## src/rtl/pmem_arbiter_if.sv

```systemverilog
// Shared pmem port bundle: icache (A), dcache (B) and pmem sides.
// The slave modport is the arbiter's view; master is the environment's.
interface pmem_arbiter_if #(
  parameter int ADDR_WIDTH = 32,
  parameter int LINE_WIDTH = 256
);
  logic                  pmem_read_a;
  logic [ADDR_WIDTH-1:0] pmem_address_a;
  logic                  pmem_resp_a;
  logic                  pmem_error_a;

  logic                  pmem_read_b;
  logic                  pmem_write_b;
  logic [ADDR_WIDTH-1:0] pmem_address_b;
  logic [LINE_WIDTH-1:0] pmem_wdata_b;
  logic                  pmem_resp_b;
  logic                  pmem_error_b;

  logic [LINE_WIDTH-1:0] cache_rdata;

  logic                  pmem_read;
  logic                  pmem_write;
  logic [ADDR_WIDTH-1:0] pmem_address;
  logic [LINE_WIDTH-1:0] pmem_wdata;
  logic                  pmem_resp;
  logic                  pmem_error;
  logic [LINE_WIDTH-1:0] pmem_rdata;

  modport slave (
    input  pmem_read_a, pmem_address_a,
    input  pmem_read_b, pmem_write_b,
    input  pmem_address_b, pmem_wdata_b,
    input  pmem_resp, pmem_error, pmem_rdata,
    output pmem_resp_a, pmem_error_a,
    output pmem_resp_b, pmem_error_b,
    output cache_rdata,
    output pmem_read, pmem_write,
    output pmem_address, pmem_wdata
  );

  modport master (
    output pmem_read_a, pmem_address_a,
    output pmem_read_b, pmem_write_b,
    output pmem_address_b, pmem_wdata_b,
    output pmem_resp, pmem_error, pmem_rdata,
    input  pmem_resp_a, pmem_error_a,
    input  pmem_resp_b, pmem_error_b,
    input  cache_rdata,
    input  pmem_read, pmem_write,
    input  pmem_address, pmem_wdata
  );
endinterface

```

## src/rtl/pmem_arbiter.sv

```systemverilog
// icache/dcache arbiter for one pmem port; fixed dcache priority on ties,
// round-robin tie-break when PMEM_ARB_RR_EN is defined.
module pmem_arbiter #(
  parameter int ADDR_WIDTH = 32,
  parameter int LINE_WIDTH = 256
) (
  input logic          clk,
  input logic          rst,
  pmem_arbiter_if.slave bus
);

  typedef enum logic [1:0] {
    IDLE    = 2'd0,
    GRANT_A = 2'd1,
    GRANT_B = 2'd2,
    DONE    = 2'd3
  } state_t;

  state_t                state;
  logic                  rd_q;
  logic                  wr_q;
  logic [ADDR_WIDTH-1:0] addr_q;
  logic [LINE_WIDTH-1:0] wdata_q;

  logic req_a;
  logic req_b;
  logic pick_b;
  logic fin;

  assign req_a = bus.pmem_read_a;
  assign req_b = bus.pmem_read_b | bus.pmem_write_b;
  assign fin   = bus.pmem_resp | bus.pmem_error;

`ifdef PMEM_ARB_RR_EN
  logic last_b;
  assign pick_b = req_b & (~req_a | ~last_b);
`else
  assign pick_b = req_b;
`endif

  always_ff @(posedge clk or posedge rst) begin
    if (rst) begin
      state   <= IDLE;
      rd_q    <= 1'b0;
      wr_q    <= 1'b0;
      addr_q  <= '0;
      wdata_q <= '0;
`ifdef PMEM_ARB_RR_EN
      last_b  <= 1'b0;
`endif
    end else begin
      unique case (state)
        IDLE: begin
          if (req_a | req_b) begin
`ifdef PMEM_ARB_RR_EN
            last_b <= pick_b;
`endif
            if (pick_b) begin
              state   <= GRANT_B;
              addr_q  <= bus.pmem_address_b;
              wdata_q <= bus.pmem_wdata_b;
              wr_q    <= bus.pmem_write_b;
              rd_q    <= ~bus.pmem_write_b;
            end else begin
              state  <= GRANT_A;
              addr_q <= bus.pmem_address_a;
              wr_q   <= 1'b0;
              rd_q   <= 1'b1;
            end
          end
        end
        GRANT_A, GRANT_B: begin
          if (fin) begin
            state <= DONE;
            rd_q  <= 1'b0;
            wr_q  <= 1'b0;
          end
        end
        DONE: state <= IDLE;
      endcase
    end
  end

  // Completion is forwarded in the same cycle pmem reports it.
  assign bus.pmem_resp_a  = (state == GRANT_A) & bus.pmem_resp;
  assign bus.pmem_error_a = (state == GRANT_A) & bus.pmem_error;
  assign bus.pmem_resp_b  = (state == GRANT_B) & bus.pmem_resp;
  assign bus.pmem_error_b = (state == GRANT_B) & bus.pmem_error;

  assign bus.cache_rdata  = bus.pmem_rdata;
  assign bus.pmem_read    = rd_q;
  assign bus.pmem_write   = wr_q;
  assign bus.pmem_address = addr_q;
  assign bus.pmem_wdata   = wdata_q;

endmodule

```

## src/flat_wrapper.sv

```systemverilog
// flat-port wrapper written by rule: the top's interface ports become plain ports
module pmem_arbiter_flat 
#(
  parameter int ADDR_WIDTH = 32,
  parameter int LINE_WIDTH = 256
)
  (clk, rst, bus_pmem_read_a, bus_pmem_address_a, bus_pmem_read_b, bus_pmem_write_b, bus_pmem_address_b, bus_pmem_wdata_b, bus_pmem_resp, bus_pmem_error, bus_pmem_rdata, bus_pmem_resp_a, bus_pmem_error_a, bus_pmem_resp_b, bus_pmem_error_b, bus_cache_rdata, bus_pmem_read, bus_pmem_write, bus_pmem_address, bus_pmem_wdata);
  pmem_arbiter_if #(.ADDR_WIDTH(ADDR_WIDTH), .LINE_WIDTH(LINE_WIDTH)) bus_i ();
  input logic clk;
  input logic rst;
  input wire logic [$bits(bus_i.pmem_read_a)-1:0] bus_pmem_read_a;
  input wire logic [$bits(bus_i.pmem_address_a)-1:0] bus_pmem_address_a;
  input wire logic [$bits(bus_i.pmem_read_b)-1:0] bus_pmem_read_b;
  input wire logic [$bits(bus_i.pmem_write_b)-1:0] bus_pmem_write_b;
  input wire logic [$bits(bus_i.pmem_address_b)-1:0] bus_pmem_address_b;
  input wire logic [$bits(bus_i.pmem_wdata_b)-1:0] bus_pmem_wdata_b;
  input wire logic [$bits(bus_i.pmem_resp)-1:0] bus_pmem_resp;
  input wire logic [$bits(bus_i.pmem_error)-1:0] bus_pmem_error;
  input wire logic [$bits(bus_i.pmem_rdata)-1:0] bus_pmem_rdata;
  output wire logic [$bits(bus_i.pmem_resp_a)-1:0] bus_pmem_resp_a;
  output wire logic [$bits(bus_i.pmem_error_a)-1:0] bus_pmem_error_a;
  output wire logic [$bits(bus_i.pmem_resp_b)-1:0] bus_pmem_resp_b;
  output wire logic [$bits(bus_i.pmem_error_b)-1:0] bus_pmem_error_b;
  output wire logic [$bits(bus_i.cache_rdata)-1:0] bus_cache_rdata;
  output wire logic [$bits(bus_i.pmem_read)-1:0] bus_pmem_read;
  output wire logic [$bits(bus_i.pmem_write)-1:0] bus_pmem_write;
  output wire logic [$bits(bus_i.pmem_address)-1:0] bus_pmem_address;
  output wire logic [$bits(bus_i.pmem_wdata)-1:0] bus_pmem_wdata;
  assign bus_i.pmem_read_a = bus_pmem_read_a;
  assign bus_i.pmem_address_a = bus_pmem_address_a;
  assign bus_i.pmem_read_b = bus_pmem_read_b;
  assign bus_i.pmem_write_b = bus_pmem_write_b;
  assign bus_i.pmem_address_b = bus_pmem_address_b;
  assign bus_i.pmem_wdata_b = bus_pmem_wdata_b;
  assign bus_i.pmem_resp = bus_pmem_resp;
  assign bus_i.pmem_error = bus_pmem_error;
  assign bus_i.pmem_rdata = bus_pmem_rdata;
  assign bus_pmem_resp_a = bus_i.pmem_resp_a;
  assign bus_pmem_error_a = bus_i.pmem_error_a;
  assign bus_pmem_resp_b = bus_i.pmem_resp_b;
  assign bus_pmem_error_b = bus_i.pmem_error_b;
  assign bus_cache_rdata = bus_i.cache_rdata;
  assign bus_pmem_read = bus_i.pmem_read;
  assign bus_pmem_write = bus_i.pmem_write;
  assign bus_pmem_address = bus_i.pmem_address;
  assign bus_pmem_wdata = bus_i.pmem_wdata;
  pmem_arbiter #(.ADDR_WIDTH(ADDR_WIDTH), .LINE_WIDTH(LINE_WIDTH)) u_core (.clk(clk), .rst(rst), .bus(bus_i));
endmodule
```

## config.mk

```make
export PLATFORM = sky130hd
export DESIGN_NAME = pmem_arbiter_flat
export DESIGN_NICKNAME = d
export VERILOG_FILES = /design/src/rtl/pmem_arbiter_if.sv /design/src/rtl/pmem_arbiter.sv /design/src/flat_wrapper.sv
export SDC_FILE = /design/constraint.sdc
export NUM_CORES = 1
export LEC_CHECK = 0
export ABC_AREA = 0
export ABC_CLOCK_PERIOD_IN_PS = 19800
export BUFFER_PORTS_ARGS = -buffer_cell sky130_fd_sc_hd__buf_2
export CAP_MARGIN = 10
export CORE_AREA = 2 2 446 448
export CTS_CLUSTER_SIZE = 30
export DETAILED_ROUTE_END_ITERATION = 7
export DIE_AREA = 0 0 448 450
export PLACE_DENSITY = 0.35
export SYNTH_ARGS = -nofsm -noshare
export SYNTH_HDL_FRONTEND = slang
export SYNTH_SLANG_ARGS = --single-unit
```

## constraint.sdc

```tcl
create_clock -name clk -period 19.8 [get_ports clk]
set_input_delay 2.97 -clock clk [delete_from_list [all_inputs] [get_ports clk]]
set_output_delay 2.97 -clock clk [all_outputs]
set_load 0.01 [all_outputs]
```

==> results of run 1 <==
-- tightest hold or removal path: stages (launching register included) --
cell                      delay, ns
sky130_fd_sc_hd__dfrtp_1       0.33
sky130_fd_sc_hd__nand2_1       0.04
sky130_fd_sc_hd__o21ai_0       0.06
-- stage by stage --
step / total power (uW) / area (sq um)
after detailed placement: 2430 / 17500
after CTS: 3260 / 18900
after global routing: 3330 / 19000
final: 3110 / 19000
after floorplan: 1760 / 13300
after global placement: 2420 / 17500
-- synth_stat cells, drive strengths merged --
| cell | number | area (sq um) |
|---|---|---|
| clkbuf | 6 | 23.8 |
| a21oi | 1 | 5.00 |
| nand2 | 32 | 120 |
| o21ba | 1 | 10.0 |
| inv | 3 | 11.3 |
| o2bb2ai | 2 | 17.5 |
| nor2 | 3 | 13.8 |
| mux2 | 257 | 2890 |
| dfrtp | 292 | 7310 |
| a22o | 1 | 8.76 |
| o31ai | 1 | 21.3 |
| ha | 4 | 50.1 |
| and2 | 4 | 25.0 |
| nor3 | 1 | 5.00 |
| o21ai | 33 | 169 |
| buf | 288 | 2260 |
| mux2i | 36 | 360 |
| a22oi | 1 | 7.51 |
-- flip-flops by register name, summed over array words and instances (netlist names) --
name / flops
u_core.bus.pmem_wdata: 256
u_core.state: 2
u_core.bus.pmem_write: 1
u_core.bus.pmem_address: 32
u_core.bus.pmem_read: 1
-- power by group --
part	switching (uW)	internal (uW)	total, uW
combinational	715	547	1260
clock	335	450	785
sequential	153	906	1060
total	1200	1900	3110
-- final cells by class --
class / instances / area [sq um] / share of cell area
clock inverter: 15 / 150 / 0.00790
clock buffer: 63 / 1240 / 0.0654
inverter: 3 / 18.8 / 0.000988
antenna: 28 / 70.1 / 0.00369
multi-input combinational: 377 / 3720 / 0.196
sequential: 292 / 7310 / 0.385
timing repair buffer: 631 / 3190 / 0.168
tap: 2640 / 3300 / 0.174
-- layer usage --
layer | share of wire | GRT usage
met5 | 0.0087 | 0.000722
met4 | 0.035 | 0.0298
met1 | 0.33 | 0.0857
met3 | 0.17 | 0.0646
met2 | 0.45 | 0.131
-- cells by family (layout without fill, tap and decap cells) --
family,Yosys count,count (layout)
muxes,293,293
adders and majority gates,4,4
and+or+nand+nor,40,40
buffers and inverters,297,712
AOI/OAI and AO/OA,40,40
other,0,28
DFF,292,292
-- final timing paths --
check                                            startpoint                          end  slack [ns]
worst max-delay path                          bus_pmem_resp              bus_pmem_resp_a       13.40
worst min-delay path            u_core.bus.pmem_address[28]  u_core.bus.pmem_address[28]        0.47
worst max register to register              u_core.state[1]   u_core.bus.pmem_wdata[243]       15.64
worst min register to register  u_core.bus.pmem_address[28]  u_core.bus.pmem_address[28]        0.47
max in group asynchronous                               rst   u_core.bus.pmem_wdata[240]       15.31
min in group asynchronous                               rst    u_core.bus.pmem_wdata[77]        2.37
==> impl_results.md, run 1 <==
- Most frequent standard cell in the layout excluding fill and tap cells: sky130_fd_sc_hd__buf_2
- Syn-to-layout area delta: 42.8%
- Wire length per cell after detailed routing: 21.7 microns
- Pre-CTS worst setup slack: 13.01 ns
- Minimum hold slack: 0.471 ns
- Count of state elements after synthesis: 292
- Global-route wire length before repair: 108000 microns
- Antenna violations before repair: 129
- Instance count on the critical path: 3
- Number of nets in the synthesized netlist: 1553
- Arrival @ worst endpoint: 3.43 ns
- Peak supply drop: 0.0000676 V
- Commonest cells after routing, fill and taps aside: 620 x sky130_fd_sc_hd__buf_2, 292 x sky130_fd_sc_hd__dfrtp_1, 257 x sky130_fd_sc_hd__mux2_2
- Placed cell count: 3943
- Number of slew-limit violations in the final report: 0
- I/O pins: 1133
- Synth Area in XOR/XNOR: 0
- Combinational family with the most area after synthesis: multiplexers
- Top cell by count, worst path: sky130_fd_sc_hd__buf_2
- Total Neg Setup Slack: 0 ns
- Pin count of the biggest net entering global routing: 72
- Total detailed-routing wirelength: 87900 microns
- Cell at the slowest stage of the critical path: sky130_fd_sc_hd__and2_1
- Least-Margin Pin Slew: 0.927 ns
- Hold-critical path depth: 2
- Ratio of cells with drive above 1 in the final layout: 0.694
- HPWL reported at the end of detailed placement: 75600 microns
- Worst hold path type: flip-flop to flip-flop
- Total power density per cell area: 163 nW/um^2
- F_max: 156 MHz
- Detailed-router iteration count before antenna repair: 4
- Unrepaired setup endpoints after global routing: no
- Post-CTS Resized: 0
- Cell family with the largest share of critical-path delay: buffers and inverters
- Post-CTS Setup Repair Bufs: 0
- Final hold violation count: 0
- Post-route DRC: 0
- Placement Rows: 163
- Buffering stage count on the worst path with inverters included: 2
- Yosys cell types: 23
- Number of filler cells placed in the layout: 22900
- Util after Layout: 0.0966
- Number of clock sinks: 292
- CTS Buf Count: 44
- Maximum clock path buffer count: 3
- Remaining global-route overflow: 0
- Critical-path maximum fanout: 3
- Total setup violations reported at the end of the flow: 0
- Normalized max-slew margin: 0.382
- Adder-cell area share of the yosys netlist: 0.00376
- Total routing resource utilization after global routing: 0.0845
- Placer's final routability congestion estimate: 0.734
- MaxCap Viol Count: 0
- Height of the die: 450 microns
- Clock latency reported for the late side of the worst-skew pair: 0.64 ns
- Post-synthesis instance total: 966
- Share of the synthesized area in compound gates (AO/OA/AOI/OAI): 0.0180
- Outcome: completed
- Number of antenna-violating nets in the routed design: 0
- Initial Util: 0.0677
- Cell depth of the worst flop-to-flop path: 8
- Clock-pin slew of the registers on the worst-case setup and hold paths: 0.05 ns
- List of cells traversed by the critical path: buf_2 -> and2_1 -> buf_2
- CTS Hold Buffers Added: 0
- Simple-gate share of the synthesized area: 0.0123
- Skew final: 0.0207 ns
- Filler-free cell count of the finished design: 4049
- Mapped cell area: 13300 sq um
- Proportion of synthesized chip area in sequential cells: 0.549
- Starting DRT DRC Count: 369
- CTS tree: built
- Die ar.: 202000 sq um
- I/O Buffers: 620
- Worst Path Class, Setup: input pin to output pin
- Drt via density: 2.30
- Crit path capture type: output pin
- Clock H-tree levels: 2
- CTS root buf: sky130_fd_sc_hd__clkbuf_16
- Worst EP required: 16.83 ns
- Final worst setup slack: 13.40 ns
- Total via count after detailed routing: 9312
- YS warnings: 0
- Share of the cycle needed by the critical path after routing: 0.323
- Max stage delay on crit path: 0.19 ns
- Pleak: 0.00811 uW
- Share of cell area taken by muxes after synthesis: 0.245
- Mean instance size in the synthesized netlist: 13.8 sq um
- Post-layout net count: 1936
- Fin crit period: 6.40 ns
- Standard cell core area: 197000 sq um
- Die Wd: 448 microns
- Vias in the first global route: 9344
- Element type at the critical path start: input pin
No activity file was read; power rests on OpenSTA's default activity.
==> run 2: changes to the inputs <==
--- a/config.mk
+++ b/config.mk
@@ -6,14 +6,14 @@
 export NUM_CORES = 1
 export LEC_CHECK = 0
 export ABC_AREA = 0
-export ABC_CLOCK_PERIOD_IN_PS = 19800
+export ABC_CLOCK_PERIOD_IN_PS = 5500
 export BUFFER_PORTS_ARGS = -buffer_cell sky130_fd_sc_hd__buf_2
 export CAP_MARGIN = 10
-export CORE_AREA = 2 2 446 448
+export CORE_AREA = 2 2 437 439
 export CTS_CLUSTER_SIZE = 30
 export DETAILED_ROUTE_END_ITERATION = 7
-export DIE_AREA = 0 0 448 450
-export PLACE_DENSITY = 0.35
+export DIE_AREA = 0 0 439 441
+export PLACE_DENSITY = 0.36
 export SYNTH_ARGS = -nofsm -noshare
 export SYNTH_HDL_FRONTEND = slang
 export SYNTH_SLANG_ARGS = --single-unit
==> constraint.sdc (replaced) <==
create_clock -name clk -period 5.5 [get_ports clk]
set_input_delay 0.825 -clock clk [delete_from_list [all_inputs] [get_ports clk]]
set_output_delay 0.825 -clock clk [all_outputs]
set_load 0.01 [all_outputs]
==> run 2 against run 1 <==
Effect of this change: clock-buffer cell count grew 1; wire length grew 2.2%; cell count shrank 2.7%; first-iteration DRC count shrank 3.8%; power grew to 3.8 times the previous value.
==> impl_results.md, run 2 (synthesis gave the netlist of run 1 again) <==
- Outcome: completed
- Placement Rows: 160 (-1.8%)
- Max stage delay on crit path: 0.38 ns (+0.19 ns)
- HPWL reported at the end of detailed placement: 76000 microns (+0.57%)
- Syn-to-layout area delta: 44.8%
- Post-detailed-placement cell area: 17500 sq um (-0.43%)
- Crit path capture type: output pin
- Starting DRT DRC Count: 355 (-3.8%)
- CTS tree: built
- Die ar.: 194000 sq um (-4.0%)
- Util after Layout: 0.102 (+0.00523)
- Length of routed met3 wiring: 16900 microns (+12%)
- Remaining global-route overflow: 0 (unchanged)
- Unrepaired setup endpoints after global routing: no
- Post-CTS Resized: 0 (unchanged)
- Total setup violations reported at the end of the flow: 0 (unchanged)
- Post-layout net count: 1941 (+0.26%)
- M1 WL: 30300 microns (+3.2%)
- Number of filler cells placed in the layout: 21800 (-4.7%)
- Maximum clock path buffer count: 3 (unchanged)
- Clock H-tree levels: 2 (unchanged)
- I/O Buffers: 620 (unchanged)
- Peak supply drop: 0.000247 V (+260%)
- Antenna violations before repair: 137 (+6.2%)
- Final hold violation count: 0 (unchanged)
- Drt via density: 2.39 (+3.8%)
- Number of slew-limit violations in the final report: 0 (unchanged)
- Height of the die: 441 microns (-2.0%)
- Pin count of the biggest net entering global routing: 87 (+21%)
- Total routing resource utilization after global routing: 0.0890 (+0.00446)
- F_max: 393 MHz
- MaxCap Viol Count: 0 (unchanged)
- Critical-path maximum fanout: 4 (+1)
- Element type at the critical path start: flip-flop
- Worst Path Class, Setup: flip-flop to output pin
- Standard cell core area: 189000 sq um (-3.8%)
- List of cells traversed by the critical path: inv_1 -> ha_1 -> and2_1 -> buf_2
- Total Neg Setup Slack: 0 ns (unchanged)
- Detailed-router iteration count before antenna repair: 4 (unchanged)
- CTS Buf Count: 47 (+6.8%)
- Fin crit period: 2.54 ns
- Post-route DRC: 0 (unchanged)
- Global-route wire length before repair: 109000 microns (+0.81%)
- Placer's final routability congestion estimate: 0.715 (-2.6%)
- Commonest cells after routing, fill and taps aside: 620 x sky130_fd_sc_hd__buf_2, 292 x sky130_fd_sc_hd__dfrtp_1, 257 x sky130_fd_sc_hd__mux2_2
- Clock-pin slew of the registers on the worst-case setup and hold paths: 0.06 ns (about the same)
- Wire length per cell after detailed routing: 22.8 microns (+5.1%)
- Die Wd: 439 microns (-2.0%)
- Pleak: 0.00830 uW (+2.4%)
- Met2 WL post-DR: 37800 microns (-4.8%)
- Post-CTS Setup Repair Bufs: 0 (unchanged)
- I/O pins: 1133 (unchanged)
- Total via count after detailed routing: 9405 (+1.0%)
- Total power density per cell area: 616 nW/um^2 (+280%)
- Worst hold path type: input pin to asynchronous set/reset pin
- Number of clock sinks: 292 (unchanged)
- Cell family with the largest share of critical-path delay: flip-flops
- Worst EP required: 4.68 ns (-12.15 ns)
- Total detailed-routing wirelength: 89800 microns (+2.2%)
- Most frequent standard cell in the layout excluding fill and tap cells: sky130_fd_sc_hd__buf_2
- Cell at the slowest stage of the critical path: sky130_fd_sc_hd__dfrtp_1
- Flip-flop count of the largest register after layout: 256 (unchanged)
- Ratio of cells with drive above 1 in the final layout: 0.700 (+0.00529)
- Final Cell Area: 19300 sq um (+1.4%)
- Normalized max-slew margin: 0.423 (+0.0405)
- CTS Hold Buffers Added: 0 (unchanged)
- Vias in the first global route: 9313 (-0.33%)
- Share of the cycle needed by the critical path after routing: 0.462
- CTS root buf: sky130_fd_sc_hd__clkbuf_16
- Top metal layer carrying routed signals: met5
- Initial Util: 0.0703 (+0.00266)
- Minimum hold slack: 0.344 ns (-0.127 ns)
- Clock latency reported for the late side of the worst-skew pair: 0.66 ns (+0.02 ns)
- Number of antenna-violating nets in the routed design: 0 (unchanged)
- Arrival @ worst endpoint: 1.72 ns (-1.71 ns)
- Least-Margin Pin Slew: 0.863 ns (-0.0640 ns)
- Buffering stage count on the worst path with inverters included: 2 (unchanged)
- Skew final: 0.0176 ns (-0.00312 ns)
==> run 2: layer usage <==
layer,track usage,vias up
li1,-,3861
met5,0.00645,-
met3,0.0769,281
met4,0.0438,110
met2,0.127,659
met1,0.0889,4494
==> run 2: area by class of cell <==
| cell class | instances | area, sq um | share of cell area |
|---|---|---|---|
| timing repair buffer | 633 | 3280 | 0.170 |
| multi-input combinational | 377 | 3720 | 0.193 |
| clock buffer | 64 | 1350 | 0.0702 |
| inverter | 3 | 15.0 | 0.000779 |
| sequential | 292 | 7310 | 0.379 |
| clock inverter | 23 | 367 | 0.0190 |
| tap | 2511 | 3140 | 0.163 |
| antenna | 36 | 90.1 | 0.00468 |
==> run 2: power by group <==
part / internal (uW) / switching (uW)
Combinational: 2000 / 2660
Clock: 2110 / 1310
Sequential: 3260 / 546
Total: 7360 / 4510
==> run 2: final timing paths <==
| path | depth (start not counted) | slack (ns) | endpoint | from |
|---|---|---|---|---|
| worst max-delay path | 4 | 2.96 | bus_pmem_error_b | u_core.state[0] |
| worst min-delay path | 2 | 0.34 | u_core.bus.pmem_wdata[89] | rst |
| worst max register to register | 5 | 3.27 | u_core.bus.pmem_wdata[253] | u_core.state[0] |
| worst min register to register | 2 | 0.47 | u_core.bus.pmem_address[14] | u_core.bus.pmem_address[14] |
| max in group asynchronous | 3 | 4.10 | u_core.bus.pmem_wdata[140] | rst |
| min in group clk | 2 | 0.39 | u_core.bus.pmem_wdata[43] | bus_pmem_wdata_b[43] |
==> run 2: per-stage QoR <==
step	setup WS, ns	total power, uW	std cells
finish	2.96	11900	3939
global route	2.85	12700	3917
CTS	2.87	12500	3903
detailed placement	2.63	8850	3816
global placement	2.66	8800	3816
floorplan	0.800	6340	966
==> run 3: changes to the inputs <==
--- a/config.mk
+++ b/config.mk
@@ -6,14 +6,14 @@
 export NUM_CORES = 1
 export LEC_CHECK = 0
 export ABC_AREA = 0
-export ABC_CLOCK_PERIOD_IN_PS = 5500
+export ABC_CLOCK_PERIOD_IN_PS = 2500
 export BUFFER_PORTS_ARGS = -buffer_cell sky130_fd_sc_hd__buf_2
 export CAP_MARGIN = 10
-export CORE_AREA = 2 2 437 439
+export CORE_AREA = 2 2 439 441
 export CTS_CLUSTER_SIZE = 30
 export DETAILED_ROUTE_END_ITERATION = 7
-export DIE_AREA = 0 0 439 441
-export PLACE_DENSITY = 0.36
+export DIE_AREA = 0 0 441 443
+export PLACE_DENSITY = 0.35
 export SYNTH_ARGS = -nofsm -noshare
 export SYNTH_HDL_FRONTEND = slang
 export SYNTH_SLANG_ARGS = --single-unit
==> constraint.sdc (replaced) <==
create_clock -name clk -period 2.5 [get_ports clk]
set_input_delay 0.375 -clock clk [delete_from_list [all_inputs] [get_ports clk]]
set_output_delay 0.375 -clock clk [all_outputs]
set_load 0.01 [all_outputs]
==> run 3 against run 2 <==
Effect of this change: design area up 17%; combinational power grew 130%; critical path depth grew 2; hold slack worse by 0.28 ns; non-clock buffer count rose by 320.
==> impl_results.md, run 3 (synthesis gave the netlist of run 1 again) <==
- Height of the die: 443 microns (+0.45%)
- Ratio of cells with drive above 1 in the final layout: 0.583 (-0.117)
- Post-route DRC: 0 (unchanged)
- Wire length per cell after detailed routing: 20.9 microns (-8.4%)
- HPWL reported at the end of detailed placement: 77100 microns (+1.5%)
- Total routing resource utilization after global routing: 0.0894 (+0.000479)
- Number of filler cells placed in the layout: 21800 (+0.050%)
- Number of clock sinks: 292 (unchanged)
- Total power density per cell area: 1170 nW/um^2 (+90%)
- Top metal layer carrying routed signals: met5
- Final hold violation count: 0 (unchanged)
- Crit path capture type: flip-flop
- Length of routed met3 wiring: 11100 microns (-34%)
- Total via count after detailed routing: 10400 (+10%)
- Number of antenna-violating nets in the routed design: 0 (unchanged)
- Multi-input gate area in the final layout: 3720 sq um (unchanged)
- Least-Margin Pin Slew: 0.633 ns (-0.230 ns)
- Util after Layout: 0.118 (+0.0161)
- Setup slack on the worst flop-to-flop path: 0.45 ns (-2.82 ns)
- I/O Buffers: 620 (unchanged)
- Drt via density: 2.42 (+1.4%)
- Peak supply drop: 0.000450 V (+83%)
- Outcome: completed
- Die Wd: 441 microns (+0.46%)
- Post-CTS Setup Repair Bufs: 0 (unchanged)
- Worst hold path type: input pin to flip-flop
- Critical-path maximum fanout: 44 (+40)
- Detailed-router iteration count before antenna repair: 4 (unchanged)
- Total setup violations reported at the end of the flow: 0 (unchanged)
- Antenna violations before repair: 98 (-28%)
- Pin count of the biggest net entering global routing: 64 (-26%)
- MaxCap Viol Count: 0 (unchanged)
- Skew final: 0.0167 ns (-0.000844 ns)
- Most frequent standard cell in the layout excluding fill and tap cells: sky130_fd_sc_hd__buf_2
- Pleak: 0.00967 uW (+16%)
- Final worst setup slack: 0.454 ns (-2.50 ns)
- Syn-to-layout area delta: 69.5%
- Element type at the critical path start: flip-flop
- Clock-pin slew of the registers on the worst-case setup and hold paths: 0.05 ns (about the same)
- Pre-CTS worst setup slack: 0.435 ns (-2.19 ns)
- Fin crit period: 2.05 ns
- Placer's final routability congestion estimate: 0.712 (-0.41%)
- CTS Hold Buffers Added: 297 (+297)
- CTS root buf: sky130_fd_sc_hd__clkbuf_16
- M1 WL: 32500 microns (+7.5%)
- F_max: 489 MHz
- I/O pins: 1133 (unchanged)
- Die ar.: 195000 sq um (+0.91%)
- Worst EP required: 3.00 ns (-1.68 ns)
- Arrival @ worst endpoint: 2.55 ns (+0.83 ns)
- Number of slew-limit violations in the final report: 0 (unchanged)
- Remaining global-route overflow: 0 (unchanged)
- Unrepaired setup endpoints after global routing: no
- Vias in the first global route: 10800 (+16%)
- Met2 WL post-DR: 42100 microns (+11%)
- Standard cell core area: 191000 sq um (+1.1%)
- Maximum clock path buffer count: 3 (unchanged)
- Total detailed-routing wirelength: 89600 microns (-0.23%)
- Commonest cells after routing, fill and taps aside: 620 x sky130_fd_sc_hd__buf_2, 297 x sky130_fd_sc_hd__dlygate4sd3_1, 292 x sky130_fd_sc_hd__dfrtp_1
- Sequential Area: 7310 sq um (unchanged)
- CTS Buf Count: 47 (unchanged)
- Worst Path Class, Setup: flip-flop to flip-flop
- Post-layout net count: 2261 (+16%)
- Starting DRT DRC Count: 365 (+2.8%)
- Normalized max-slew margin: 0.578 (+0.156)
- Flip-flop count of the largest register after layout: 256 (unchanged)
- Global-route wire length before repair: 113000 microns (+4.4%)
- CTS tree: built
- Clock H-tree levels: 2 (unchanged)
- Clock latency reported for the late side of the worst-skew pair: 0.63 ns (-0.03 ns)
- Placement Rows: 161 (+0.63%)
- Initial Util: 0.0696 (-0.000731)
- Share of the cycle needed by the critical path after routing: 0.818
- Post-CTS Resized: 0 (unchanged)
## run 3: changes by cell type in the layout (fill, tap and decap cells not counted), sizes merged
cell and change:
diode +17, clkbuf -1, clkinvlp +2, buf +23, inv -1, clkinv -3
dlygate4sd3 +297
## run 3: path summary, 6_finish.rpt
| kind | from | endpoint | cells past startpoint |
|---|---|---|---|
| setup / recovery | u_core.state[1] | u_core.bus.pmem_wdata[153] | 6 |
| hold / removal | bus_pmem_address_a[7] | u_core.bus.pmem_address[7] | 3 |
| setup reg to reg | u_core.state[1] | u_core.bus.pmem_wdata[153] | 6 |
| hold reg to reg | u_core.bus.pmem_address[19] | u_core.bus.pmem_address[19] | 2 |
| max in group asynchronous | rst | u_core.bus.pmem_wdata[95] | 5 |
| min in group asynchronous | rst | u_core.bus.pmem_wdata[51] | 3 |
## run 3: through the flow
stage	instance area (sq um)	total power (uW)	setup TNS (ns)	hold WS, ns	cells
floorplan	13300	13900	-511.05	0.508	966
global placement	17800	19600	0	0.462	3854
detailed placement	17800	19700	0	0.465	3854
CTS	22400	27700	0	0.00194	4235
global route	22500	28300	0	0.0369	4272
finish	22600	26500	0	0.0671	4288
## run 3: critical path, cell delays in order, from the launching register on
cell and delay [ns]:
sky130_fd_sc_hd__dfrtp_1 0.37, sky130_fd_sc_hd__inv_1 0.09, sky130_fd_sc_hd__ha_1 0.32, sky130_fd_sc_hd__o21ai_4 0.15, sky130_fd_sc_hd__buf_12 0.22, sky130_fd_sc_hd__buf_12 0.28
sky130_fd_sc_hd__mux2_2 0.38
## run 3: layout make-up
cell class / instances / area share
diodes: 53 / 0.00588
well taps: 2526 / 0.140
flip-flops and latches: 292 / 0.324
clock inverters: 21 / 0.0149
multi-input cells: 377 / 0.165
clock buffers: 63 / 0.0593
inverters: 3 / 0.000666
repair buffers: 953 / 0.290
## run 3: metal layers
metal  vias to the layer above  global-route usage
li1                       4514                   -
met1                      4977              0.0951
met2                       587               0.144
met3                       239              0.0523
met4                        64              0.0342
met5                         -             0.00248
## run 3: report_power, final
group	leakage, uW	total [uW]	switching [uW]	internal, uW
Clock	0.000801	7230	2670	4560
Sequential	0.00347	8350	1170	7180
Combinational	0.00541	10900	6050	4820
Total	0.00967	26500	9900	16600
